File: config.mk
export PLATFORM = sky130hd
export DESIGN_NAME = multi_frequency_analyzer
export DESIGN_NICKNAME = d
export VERILOG_FILES = /design/src/rtl/multi_frequency_analyzer.sv
export SDC_FILE = /design/constraint.sdc
export NUM_CORES = 1
export LEC_CHECK = 0
export BUFFER_PORTS_ARGS = -buffer_cell sky130_fd_sc_hd__buf_2
export CORE_UTILIZATION = 35
export DETAILED_ROUTE_END_ITERATION = 12
export HOLD_SLACK_MARGIN = 0.05
export PLACE_DENSITY = 0.6
export SYNTH_ARGS = -nofsm -noshare
export SYNTH_HDL_FRONTEND = slang
export SYNTH_SLANG_ARGS = --single-unit
File: constraint.sdc
create_clock -name clock -period 9 [get_ports clock]
set_input_delay 0.9 -clock clock [delete_from_list [all_inputs] [get_ports clock]]
set_output_delay 0.9 -clock clock [all_outputs]
set_load 0.005 [all_outputs]
File: src/rtl/multi_frequency_analyzer.sv
// Classifies synchronised half-periods of sample_data into NUM_BINS programmable tick ranges per window.
// Optional feature macro MFA_HIT_COUNT_EN adds bin_hits, the per-bin count of matched intervals.
module multi_frequency_analyzer #(
   parameter int NUM_BINS     = 4,
   parameter int TICK_WIDTH   = 16,
   parameter int ACC_WIDTH    = 32,
   parameter int WINDOW_TICKS = 50000
) (
   input  logic                           clock,
   input  logic                           clear,
   input  logic                           enable,
   input  logic                           sample_data,
   input  logic [NUM_BINS*TICK_WIDTH-1:0] bin_low_ticks,
   input  logic [NUM_BINS*TICK_WIDTH-1:0] bin_high_ticks,
   output logic [NUM_BINS*ACC_WIDTH-1:0]  bin_acc,
   output logic [ACC_WIDTH-1:0]           unmatched_acc,
   output logic                           result_valid,
   output logic                           result_overflow,
`ifdef MFA_HIT_COUNT_EN
   output logic [NUM_BINS*TICK_WIDTH-1:0] bin_hits,
`endif
   output logic                           window_active
);
   localparam int WCW = (WINDOW_TICKS > 1) ? $clog2(WINDOW_TICKS) : 1;
   localparam int BW  = $clog2(NUM_BINS + 1);
   localparam int SW  = ((ACC_WIDTH > TICK_WIDTH) ? ACC_WIDTH : TICK_WIDTH) + 1;
   localparam logic [TICK_WIDTH-1:0] TICK_MAX = '1;
   localparam logic [TICK_WIDTH-1:0] TICK_ONE = TICK_WIDTH'(1);
   localparam logic [ACC_WIDTH-1:0]  ACC_MAX  = '1;
   localparam logic [WCW-1:0]        WIN_LAST = WCW'(WINDOW_TICKS - 1);
   localparam logic [WCW-1:0]        WIN_ONE  = WCW'(1);

   typedef enum logic [1:0] {S_IDLE, S_ARM, S_MEASURE} state_t;

   state_t                       r_state;
   logic                         r_sync1, r_sync2, r_prev;
   logic [TICK_WIDTH-1:0]        r_cnt;
   logic [WCW-1:0]               r_win_cnt;
   logic                         r_win_id;
   logic                         r_window_active;
   logic [TICK_WIDTH-1:0]        r_low  [NUM_BINS];
   logic [TICK_WIDTH-1:0]        r_high [NUM_BINS];
   logic                         r_s1_vld, r_s1_win;
   logic [BW-1:0]                r_s1_bin;
   logic [TICK_WIDTH-1:0]        r_s1_len;
   // Two banks so the closing window can be read out while the next one accumulates.
   logic [ACC_WIDTH-1:0]         r_acc [2][NUM_BINS+1];
   logic [1:0]                   r_ovf;
   logic                         r_pub_d1, r_pub_d2, r_pub_bank_d1, r_pub_bank_d2;
   logic [NUM_BINS*ACC_WIDTH-1:0] r_bin_acc;
   logic [ACC_WIDTH-1:0]         r_unmatched_acc;
   logic                         r_result_valid, r_result_overflow;

   logic                         w_edge, w_sat, w_win_end, w_abort;
   logic [TICK_WIDTH-1:0]        w_len;
   logic [BW-1:0]                w_bin;
   logic [ACC_WIDTH:0]           w_add;

   function automatic logic [ACC_WIDTH:0] sat_add(input logic [ACC_WIDTH-1:0] a,
                                                  input logic [TICK_WIDTH-1:0] b);
      logic [SW-1:0] s;
      s = SW'(a) + SW'(b);
      if (s > SW'(ACC_MAX)) sat_add = {1'b1, ACC_MAX};
      else                  sat_add = {1'b0, ACC_WIDTH'(s)};
   endfunction

   assign w_edge    = r_sync2 ^ r_prev;
   assign w_sat     = (r_cnt == TICK_MAX);
   assign w_len     = w_sat ? TICK_MAX : r_cnt + TICK_ONE;
   assign w_win_end = (r_state == S_MEASURE) && (r_win_cnt == WIN_LAST);
   assign w_abort   = !enable;
   assign w_add     = sat_add(r_acc[r_s1_win][r_s1_bin], r_s1_len);

   // Descending scan so the lowest matching bin index wins; index NUM_BINS means unmatched.
   always_comb begin
      w_bin = BW'(NUM_BINS);
      if (!w_sat) begin
         for (int i = NUM_BINS - 1; i >= 0; i--) begin
            if (w_len >= r_low[i] && w_len <= r_high[i]) w_bin = BW'(i);
         end
      end
   end

   always_ff @(posedge clock) begin
      if (clear) begin
         r_sync1 <= 1'b0;
         r_sync2 <= 1'b0;
         r_prev  <= 1'b0;
         r_cnt   <= '0;
      end else begin
         r_sync1 <= sample_data;
         r_sync2 <= r_sync1;
         r_prev  <= r_sync2;
         if (w_edge)      r_cnt <= '0;
         else if (!w_sat) r_cnt <= r_cnt + TICK_ONE;
      end
   end

   always_ff @(posedge clock) begin
      if (clear) begin
         r_state         <= S_IDLE;
         r_win_cnt       <= '0;
         r_win_id        <= 1'b0;
         r_window_active <= 1'b0;
         for (int i = 0; i < NUM_BINS; i++) begin
            r_low[i]  <= '0;
            r_high[i] <= '0;
         end
      end else if (w_abort) begin
         r_state         <= S_IDLE;
         r_win_cnt       <= '0;
         r_window_active <= 1'b0;
      end else begin
         case (r_state)
            S_IDLE: begin
               r_state <= S_ARM;
               for (int i = 0; i < NUM_BINS; i++) begin
                  r_low[i]  <= bin_low_ticks[i*TICK_WIDTH +: TICK_WIDTH];
                  r_high[i] <= bin_high_ticks[i*TICK_WIDTH +: TICK_WIDTH];
               end
            end
            S_ARM: begin
               // The arming edge cycle is window cycle 0, so MEASURE starts at cycle 1.
               if (w_edge) begin
                  r_state         <= S_MEASURE;
                  r_win_cnt       <= WIN_ONE;
                  r_window_active <= 1'b1;
               end
            end
            S_MEASURE: begin
               if (w_win_end) begin
                  r_win_cnt <= '0;
                  r_win_id  <= ~r_win_id;
               end else begin
                  r_win_cnt <= r_win_cnt + WIN_ONE;
               end
            end
            default: r_state <= S_IDLE;
         endcase
      end
   end

   always_ff @(posedge clock) begin
      if (clear || w_abort) begin
         r_s1_vld      <= 1'b0;
         r_s1_win      <= 1'b0;
         r_s1_bin      <= '0;
         r_s1_len      <= '0;
         r_pub_d1      <= 1'b0;
         r_pub_d2      <= 1'b0;
         r_pub_bank_d1 <= 1'b0;
         r_pub_bank_d2 <= 1'b0;
      end else begin
         r_s1_vld      <= w_edge && (r_state == S_MEASURE);
         r_s1_win      <= r_win_id;
         r_s1_bin      <= w_bin;
         r_s1_len      <= w_len;
         r_pub_d1      <= w_win_end;
         r_pub_bank_d1 <= r_win_id;
         r_pub_d2      <= r_pub_d1;
         r_pub_bank_d2 <= r_pub_bank_d1;
      end
   end

   always_ff @(posedge clock) begin
      if (clear || w_abort) begin
         r_ovf <= '0;
         for (int w = 0; w < 2; w++)
            for (int b = 0; b <= NUM_BINS; b++) r_acc[w][b] <= '0;
      end else begin
         if (r_s1_vld) begin
            r_acc[r_s1_win][r_s1_bin] <= w_add[ACC_WIDTH-1:0];
            if (w_add[ACC_WIDTH]) r_ovf[r_s1_win] <= 1'b1;
         end
         if (r_pub_d2) begin
            r_ovf[r_pub_bank_d2] <= 1'b0;
            for (int b = 0; b <= NUM_BINS; b++) r_acc[r_pub_bank_d2][b] <= '0;
         end
      end
   end

`ifdef MFA_HIT_COUNT_EN
   logic [TICK_WIDTH-1:0]         r_hits [2][NUM_BINS];
   logic [NUM_BINS*TICK_WIDTH-1:0] r_bin_hits;

   always_ff @(posedge clock) begin
      if (clear || w_abort) begin
         for (int w = 0; w < 2; w++)
            for (int b = 0; b < NUM_BINS; b++) r_hits[w][b] <= '0;
      end else begin
         for (int b = 0; b < NUM_BINS; b++) begin
            if (r_s1_vld && r_s1_bin == BW'(b) && r_hits[r_s1_win][b] != TICK_MAX)
               r_hits[r_s1_win][b] <= r_hits[r_s1_win][b] + TICK_ONE;
            if (r_pub_d2) r_hits[r_pub_bank_d2][b] <= '0;
         end
      end
   end

   always_ff @(posedge clock) begin
      if (clear) begin
         r_bin_hits <= '0;
      end else if (r_pub_d2 && !w_abort) begin
         for (int b = 0; b < NUM_BINS; b++)
            r_bin_hits[b*TICK_WIDTH +: TICK_WIDTH] <= r_hits[r_pub_bank_d2][b];
      end
   end

   assign bin_hits = r_bin_hits;
`endif

   always_ff @(posedge clock) begin
      if (clear) begin
         r_bin_acc         <= '0;
         r_unmatched_acc   <= '0;
         r_result_valid    <= 1'b0;
         r_result_overflow <= 1'b0;
      end else begin
         r_result_valid <= r_pub_d2 && !w_abort;
         if (r_pub_d2 && !w_abort) begin
            for (int b = 0; b < NUM_BINS; b++)
               r_bin_acc[b*ACC_WIDTH +: ACC_WIDTH] <= r_acc[r_pub_bank_d2][b];
            r_unmatched_acc   <= r_acc[r_pub_bank_d2][NUM_BINS];
            r_result_overflow <= r_ovf[r_pub_bank_d2];
         end
      end
   end

   assign bin_acc         = r_bin_acc;
   assign unmatched_acc   = r_unmatched_acc;
   assign result_valid    = r_result_valid;
   assign result_overflow = r_result_overflow;
   assign window_active   = r_window_active;

endmodule

* After elaboration in Yosys (flattened, before gate mapping) *
Memory sizes are Yosys's and may differ from the RTL's. A register that Yosys moved wholly into a read port is not among the register bits.
Cells that the tools add are included.

cells by class
  add/subtract/negate cells = 3
  $lt $le $gt $ge = 15
  equal/unequal tests = 5
  muxes and demuxes = 56
  bitwise logic cells = 16
  reduce and logical (&&, ||, !) cells = 24

operator list
  cell                   number
  $mux 160               4
  $reduce_or 160->1      2
  $mux 16                11
  $bmux 32 s3            1
  $demux 32 s3           1
  $mux 32                3
  $ge 16x16->1           4
  $le 16x16->1           4
  $add 32x16->33         1
  $gt 33x32->1 const B   1
  $mux 33                1
  $add 16x1->16 const B  2
  $eq 16x16->1 const B   2
  $pmux 16 s2            1
  $mux 1                 21
  $mux 3                 5
  $logic_and 1x1->1      10
  $mux 2                 5
  $or 1x1->1             8
  $pmux 2 s3             1
  $reduce_and 2->1       3
  $ge 4x4->1 const B     1
  $lt 1x2->1 const B     2
  $lt 4x1->1 const B     1
  19 further kinds       24

word-level totals
  register bits = 67
  bits in writable memories = 448
  bits of input ports = 132
  logic and storage cells = 142
  memories = 3

memories
  name    words  width  read ports  clocked after Yosys merged registers in  wr ports  RTL line  text
  r_acc   2      160    2           2                                        2         47        logic [ACC_WIDTH-1:0] r_acc [2][NUM_BINS+1];
  r_high  4      16     4           0                                        4         42        logic [TICK_WIDTH-1:0] r_high [NUM_BINS];
  r_low   4      16     4           0                                        4         41        logic [TICK_WIDTH-1:0] r_low [NUM_BINS];

* Depth between registers and ports, before layout *
Gate-level depths: netlist of the first run.

  word-level depth = 12
  mapped depth = 22
  gate-level depth less buffers = 17

* Worst setup path after synthesis of the first run *
No wires, ideal clock.

  path type = reg-to-reg
  from = register, netlist name r_pub_bank_d1
  to = memory r_acc[0][122] (netlist name)
  library setup time = 0.137 ns
  arrival time = 5.024 ns
  path slack = 3.839 ns
  stages on the path, launching flop included = 19
  clock period less this slack = 5.161 ns
  cells stage by stage = dfxtp_1 > buf_2 > buf_2 > buf_2 > buf_1 > clkbuf_1 > clkbuf_1 > a21oi_1 > o22a_1 > fa_1 > nor2b_1 > o31a_1 > o21ai_0 > a211oi_2 > and2_1 > buf_2 > nand4_1 > mux2i_1 > o22ai_1

RTL lines
  what       RTL line
  to (decl)  47

==> results.json, run 1 <==
{
  "status": "finished, final reports clean",
  "max_freq_mhz": 176.0,
  "via_per_inst": 5.546,
  "clock_path_buffers": 3,
  "cts_setup_buffers": 0,
  "area_growth_syn_to_layout_pct": 15.67,
  "ys.flop_type": "dfxtp_1",
  "dpl.hpwl_um": 70380,
  "vias": 27513,
  "synth.avg_cell_area_um2": 9.299,
  "synth_edf_count": 128,
  "start_util_pct": 35.47,
  "yosysSeqAreaShare_pct": 45.36,
  "antenna_found_initial": 0,
  "dr.pass1.iters": 8,
  "final_antenna_net_count": 0,
  "gp_congestion": 0.8678,
  "syn_inst": 3507,
  "io_pins": 295,
  "async_flop_share_pct": 0,
  "grt-ovfl-total": 0,
  "critPathMaxFanout": 33,
  "placed_area_um2": 35100,
  "die-area_um2": 94400,
  "maxSlewViolCount": 0,
  "layout_common_cells": "dfxtp_1 (544), nor2_1 (342), buf_2 (293)",
  "die_w_um": 307.3,
  "power_density_nw_per_um2": 177.0,
  "port_buffers": 294,
  "grt_max_degree": 129,
  "maxSlewHeadroom_pct": 24.06,
  "clkLatencyLatePin_ps": 660,
  "drcViolationCount": 0,
  "detail_route.wl_per_cell_um": 21.43,
  "grt_pass1_vias": 26114,
  "final_cell_area_um2": 37720,
  "hold_viol": 0,
  "synthDistinctLibCells": 72,
  "p_leak_nw": 14.54,
  "routed_wl_um": 106300,
  "tightest_slew_ps": 1139,
  "cp_slowest_cell": "o21ai_1",
  "hold_path_class": "flip-flop to flip-flop",
  "cts.sinks": 675,
  "critPathKind": "flip-flop to flip-flop",
  "setup_violations": 0,
  "maxCapViolations": 0,
  "cts_hold_buf": 0,
  "critPathCaptureType": "flip-flop",
  "path_clk_slew_ps": 70,
  "timing.final.crit_period_ps": 5683,
  "drt_iter0_markers": 2767,
  "htree_num_levels": 3,
  "num_rows": 111,
  "tns_ps": 0,
  "die_h_um": 307.3,
  "nNetsFinal": 3937,
  "grtUsageTotal_pct": 21.97,
  "synth_nets": 3786,
  "final_common_cell": "dfxtp_1",
  "coreArea_um2": 91940,
  "cts_resized": 0,
  "cp_data_required_time_ps": 9590,
  "start_kind": "flip-flop",
  "numCtsBuffers": 78,
  "yosys_warnings": 0,
  "cp.arrival_ps": 6280,
  "layout-drive-gt1-share_pct": 17.05,
  "antenna_cells": 0,
  "vdd_drop_max_mv": 0.1301,
  "cp_slowest_stage_delay_ps": 750,
  "rsz0062_at_grt": "no",
  "cts_tree": "done",
  "fin_skew_ps": 52.57,
  "grt_pass1_wl_um": 160700,
  "synth_seq_cells": 675,
  "crit_chain": "buf_4 -> mux4_2 -> a22oi_1 -> o21ai_0 -> ha_1 -> nand2_1 -> o21ai_0 -> nor2_1 -> a211oi_2 -> nand4_2 -> o21ai_1 -> a22oi_1 -> nor2_1",
  "period_share_pct": 63.14,
  "syn_area_um2": 32610,
  "cts_root_buf": "clkbuf_16"
}
## layer usage
layer / track usage [%] / wire length [um] / vias to the layer above
li1: - / - / 13113
met1: 29.24 / 46330 / 13212
met2: 35.64 / 49130 / 995
met3: 4.528 / 7952 / 193
met4: 6.734 / 2883 / 0
met5: 0 / 0 / -
## flip-flops by register name, indices dropped and copies added, names as in the netlist, 2 cells and up
register,count
r_state,2
r_acc,320
r_s1_bin,3
r_cnt,16
r_s1_len,16
r_low,64
r_ovf,2
bin_acc,128
r_high,64
r_win_cnt,16
unmatched_acc,32
## critical path: cells and delay by family, from the launching register on
family,cells,cell delay [ps]
AOI/OAI and AO/OA,6,2310
adders and majority gates,1,390
buffers and inverters,1,520
DFF,1,710
muxes,1,600
and+or+nand+nor,4,1040
## per-stage QoR
step | power (W) | setup slack [ps] | util [%] | cells | hold slack (ps)
after global placement | 0.003499 | 3327 | 38.18 | 4821 | 417.7
after global routing | 0.006898 | 2892 | 41.03 | 4961 | 433.6
final | 0.006677 | 3317 | 41.03 | 4961 | 395.6
after detailed placement | 0.003503 | 3312 | 38.18 | 4821 | 417.4
after floorplan | 0.003398 | 3839 | - | 3507 | 405.7
after CTS | 0.006744 | 3289 | 41.03 | 4961 | 392.4
## logic make-up after synthesis
group                      count (synthesis)  share of synthesized area [%]
buffers and inverters                    416                          4.895
DFF                                      675                          45.36
adders and majority gates                147                          5.663
and+or+nand+nor                         1162                          16.92
xor gates and xnor gates                  20                         0.5371
AOI/OAI and AO/OA                        810                          16.03
muxes                                    277                          10.59
## synthesized netlist by cell type, types with 87 or more instances
library cell  instances  area, um^2
inv_1               145       544.3
o21ai_0             141       705.7
ha_1                146        1827
mux2i_1             165        1652
and3_1              146       913.4
nand3_1             204        1021
a211oi_1            184        1381
nand2_1             260       975.9
edfxtp_1            128        3844
nor2_1              347        1303
dfxtp_1             547       10950
nand4_1              87       544.3
a21oi_1             209        1046
clkbuf_1            219       822.0
## power by group
group	internal, W	leakage [nW]	switching [W]
Clock	0.00189	1.28	0.00135
Sequential	0.00313	5.80	0.0000176
Combinational	0.000102	7.46	0.000187
## final cells by class
cell class / count / area (um^2)
clock inverter: 32 / 362.8
tap: 1243 / 1555
inverter: 146 / 548.0
multi-input combinational: 2416 / 16350
sequential: 675 / 14810
timing repair buffer: 341 / 1843
fill: 9190 / 54220
clock buffer: 108 / 2257
## worst paths after layout
check | start | slack (ps) | to | cells past startpoint
max | r_pub_bank_d1$_SDFF_PN0_ | 3320 | r_acc[1][39]$_SDFFE_PP0P_ | 13
min | r_pub_d1$_SDFF_PN0_ | 400 | r_pub_d2$_SDFF_PN0_ | 1
max reg2reg | r_pub_bank_d1$_SDFF_PN0_ | 3320 | r_acc[1][39]$_SDFFE_PP0P_ | 13
min reg2reg | r_pub_d1$_SDFF_PN0_ | 400 | r_pub_d2$_SDFF_PN0_ | 1
Note: power is estimated with default switching activity, not from simulation.
==> run 2, diff against run 1 <==
--- a/config.mk
+++ b/config.mk
@@ -9,7 +9,7 @@
 export CORE_UTILIZATION = 35
 export DETAILED_ROUTE_END_ITERATION = 12
 export HOLD_SLACK_MARGIN = 0.05
-export PLACE_DENSITY = 0.6
+export PLACE_DENSITY = 0.62
 export SYNTH_ARGS = -nofsm -noshare
 export SYNTH_HDL_FRONTEND = slang
 export SYNTH_SLANG_ARGS = --single-unit
==> constraint.sdc (replaced) <==
create_clock -name clock -period 4.95 [get_ports clock]
set_input_delay 0.495 -clock clock [delete_from_list [all_inputs] [get_ports clock]]
set_output_delay 0.495 -clock clock [all_outputs]
set_load 0.005 [all_outputs]
==> results.json, run 2 (synthesized netlist as in run 1, its figures left out) <==
{
  "status": "finished, final reports clean",
  "antenna_cells": 0,
  "numCtsBuffers": 79,
  "port_buffers": 294,
  "vias": 27724,
  "timing.final.crit_period_ps": 4558,
  "critPathCaptureType": "flip-flop",
  "power_density_nw_per_um2": 325.0,
  "dp_cells": 4873,
  "cts_resized": 0,
  "max_freq_mhz": 219.4,
  "largest_reg_flops": 320,
  "clock_path_buffers": 3,
  "num_rows": 111,
  "final_common_cell": "dfxtp_1",
  "r2r-start": "r_cnt[2]$_SDFFE_PP0N_",
  "die_w_um": 307.3,
  "tns_ps": 0,
  "hold_depth": 2,
  "rsz0062_at_grt": "no",
  "cts.sinks": 675,
  "cts_hold_buf": 1,
  "p_leak_nw": 14.87,
  "routed_wl_um": 106600,
  "maxSlewHeadroom_pct": 17.20,
  "gp_congestion": 0.8735,
  "grt-ovfl-total": 0,
  "coreArea_um2": 91940,
  "start_kind": "flip-flop",
  "setup_violations": 0,
  "nNetsFinal": 3991,
  "largest_register": "r_acc",
  "io_pins": 295,
  "die-area_um2": 94400,
  "tightest_slew_ps": 1238,
  "path_clk_slew_ps": 60,
  "critPathMaxFanout": 8,
  "final_cell_area_um2": 38350,
  "r2r_slack_ps": 390,
  "critPathKind": "flip-flop to flip-flop",
  "hold_path_class": "primary input to flip-flop",
  "cts_root_buf": "clkbuf_16",
  "via_per_inst": 5.523,
  "r2r_end": "r_s1_bin[0]$_SDFF_PP0_",
  "grt_max_degree": 129,
  "cp-endpoint": "r_s1_bin[0]$_SDFF_PP0_",
  "detail_route.wl_per_cell_um": 21.24,
  "vdd_drop_max_mv": 0.2178,
  "placed_area_um2": 35540,
  "htree_num_levels": 3,
  "dpl.hpwl_um": 72990,
  "grtUsageTotal_pct": 22.01,
  "layout-drive-gt1-share_pct": 18.32,
  "die_h_um": 307.3,
  "cp_data_required_time_ps": 5380,
  "maxSlewViolCount": 0,
  "drcViolationCount": 0,
  "worstSetupStartpoint": "r_cnt[2]$_SDFFE_PP0N_",
  "cts_setup_buffers": 0,
  "reg2reg_depth": 16,
  "cts_tree": "done",
  "layoutNonFillerInstCount": 5020,
  "area_growth_syn_to_layout_pct": 17.58,
  "final_antenna_net_count": 0,
  "dr.pass1.iters": 6,
  "start_util_pct": 35.47,
  "period_share_pct": 92.07,
  "clkLatencyLatePin_ps": 650,
  "fin_skew_ps": 45.40,
  "antenna_found_initial": 1,
  "cp.arrival_ps": 4990,
  "grt_pass1_wl_um": 161800,
  "maxCapViolations": 0,
  "layout_common_cells": "dfxtp_1 (544), nor2_1 (344), buf_2 (293)",
  "drt_iter0_markers": 2787,
  "grt_pass1_vias": 26214,
  "hold_viol": 0
}
==> run 2: cell count changes in the layout (fill, tap and decap cells not counted), moves of 3 or more <==
cell        before  now
clkbuf_8        15    6
clkinvlp_4       3    8
inv_6            1    4
buf_12           1    6
buf_4           46   93
bufinv_16        4   10
==> run 2: critical path, stage by stage, from the launching register on <==
cell,delay (ps)
dfxtp_1,380
and3_1,210
and3_1,170
and2_1,230
nand4_1,140
xnor2_1,150
nor2_1,90
inv_1,530
ha_1,380
a21o_1,180
a21o_1,170
a21o_1,170
a211oi_1,240
o21a_1,150
o22ai_1,200
or2_2,350
a211oi_1,630
==> run 2: worst min path at each step <==
stage / from / endpoint / slack (ps)
after floorplan: r_pub_d1$_SDFF_PN0_ / r_pub_d2$_SDFF_PN0_ / 410
after global placement: r_pub_d1$_SDFF_PN0_ / r_pub_d2$_SDFF_PN0_ / 420
after detailed placement: r_pub_d1$_SDFF_PN0_ / r_pub_d2$_SDFF_PN0_ / 450
after CTS: bin_low_ticks[23] / r_low[1][7]$_SDFFCE_PN0P_ / 100
after global routing: bin_high_ticks[52] / r_high[3][4]$_SDFFCE_PN0P_ / 110
final: bin_low_ticks[23] / r_low[1][7]$_SDFFCE_PN0P_ / 150
==> run 2: cell type report <==
type / instances / area, um^2
Fill cell: 9003 / 53590
Multi-Input combinational cell: 2416 / 16340
Sequential cell: 675 / 14810
Timing Repair Buffer: 394 / 2306
Clock buffer: 99 / 2176
Tap cell: 1243 / 1555
Clock inverter: 47 / 618.1
Inverter: 146 / 548.0
==> run 2: power breakdown <==
| group | internal [W] | leakage, nW | switching [W] |
|---|---|---|---|
| Combinational | 0.000194 | 7.73 | 0.000339 |
| Sequential | 0.00569 | 5.80 | 0.0000313 |
| Clock | 0.00369 | 1.35 | 0.00251 |
==> run 2: per-stage QoR <==
step / worst slack (ps) / hold slack (ps) / utilization, % / power, W
global placement: 292.8 / 423.5 / 38.66 / 0.006365
global route: 84.44 / 114.8 / 41.71 / 0.01288
finish: 392.4 / 147.1 / 41.71 / 0.01246
detailed placement: 260.6 / 447.8 / 38.66 / 0.006374
floorplan: 4.764 / 405.7 / - / 0.006178
CTS: 231.7 / 102.5 / 41.71 / 0.01259
==> run 2: layer usage <==
metal	global-route usage (%)	vias to the layer above	routed length, um
li1	-	13227	-
met1	29.61	13302	46690
met2	36.11	1029	50130
met3	4.074	166	7397
met4	5.773	0	2415
met5	0	-	0
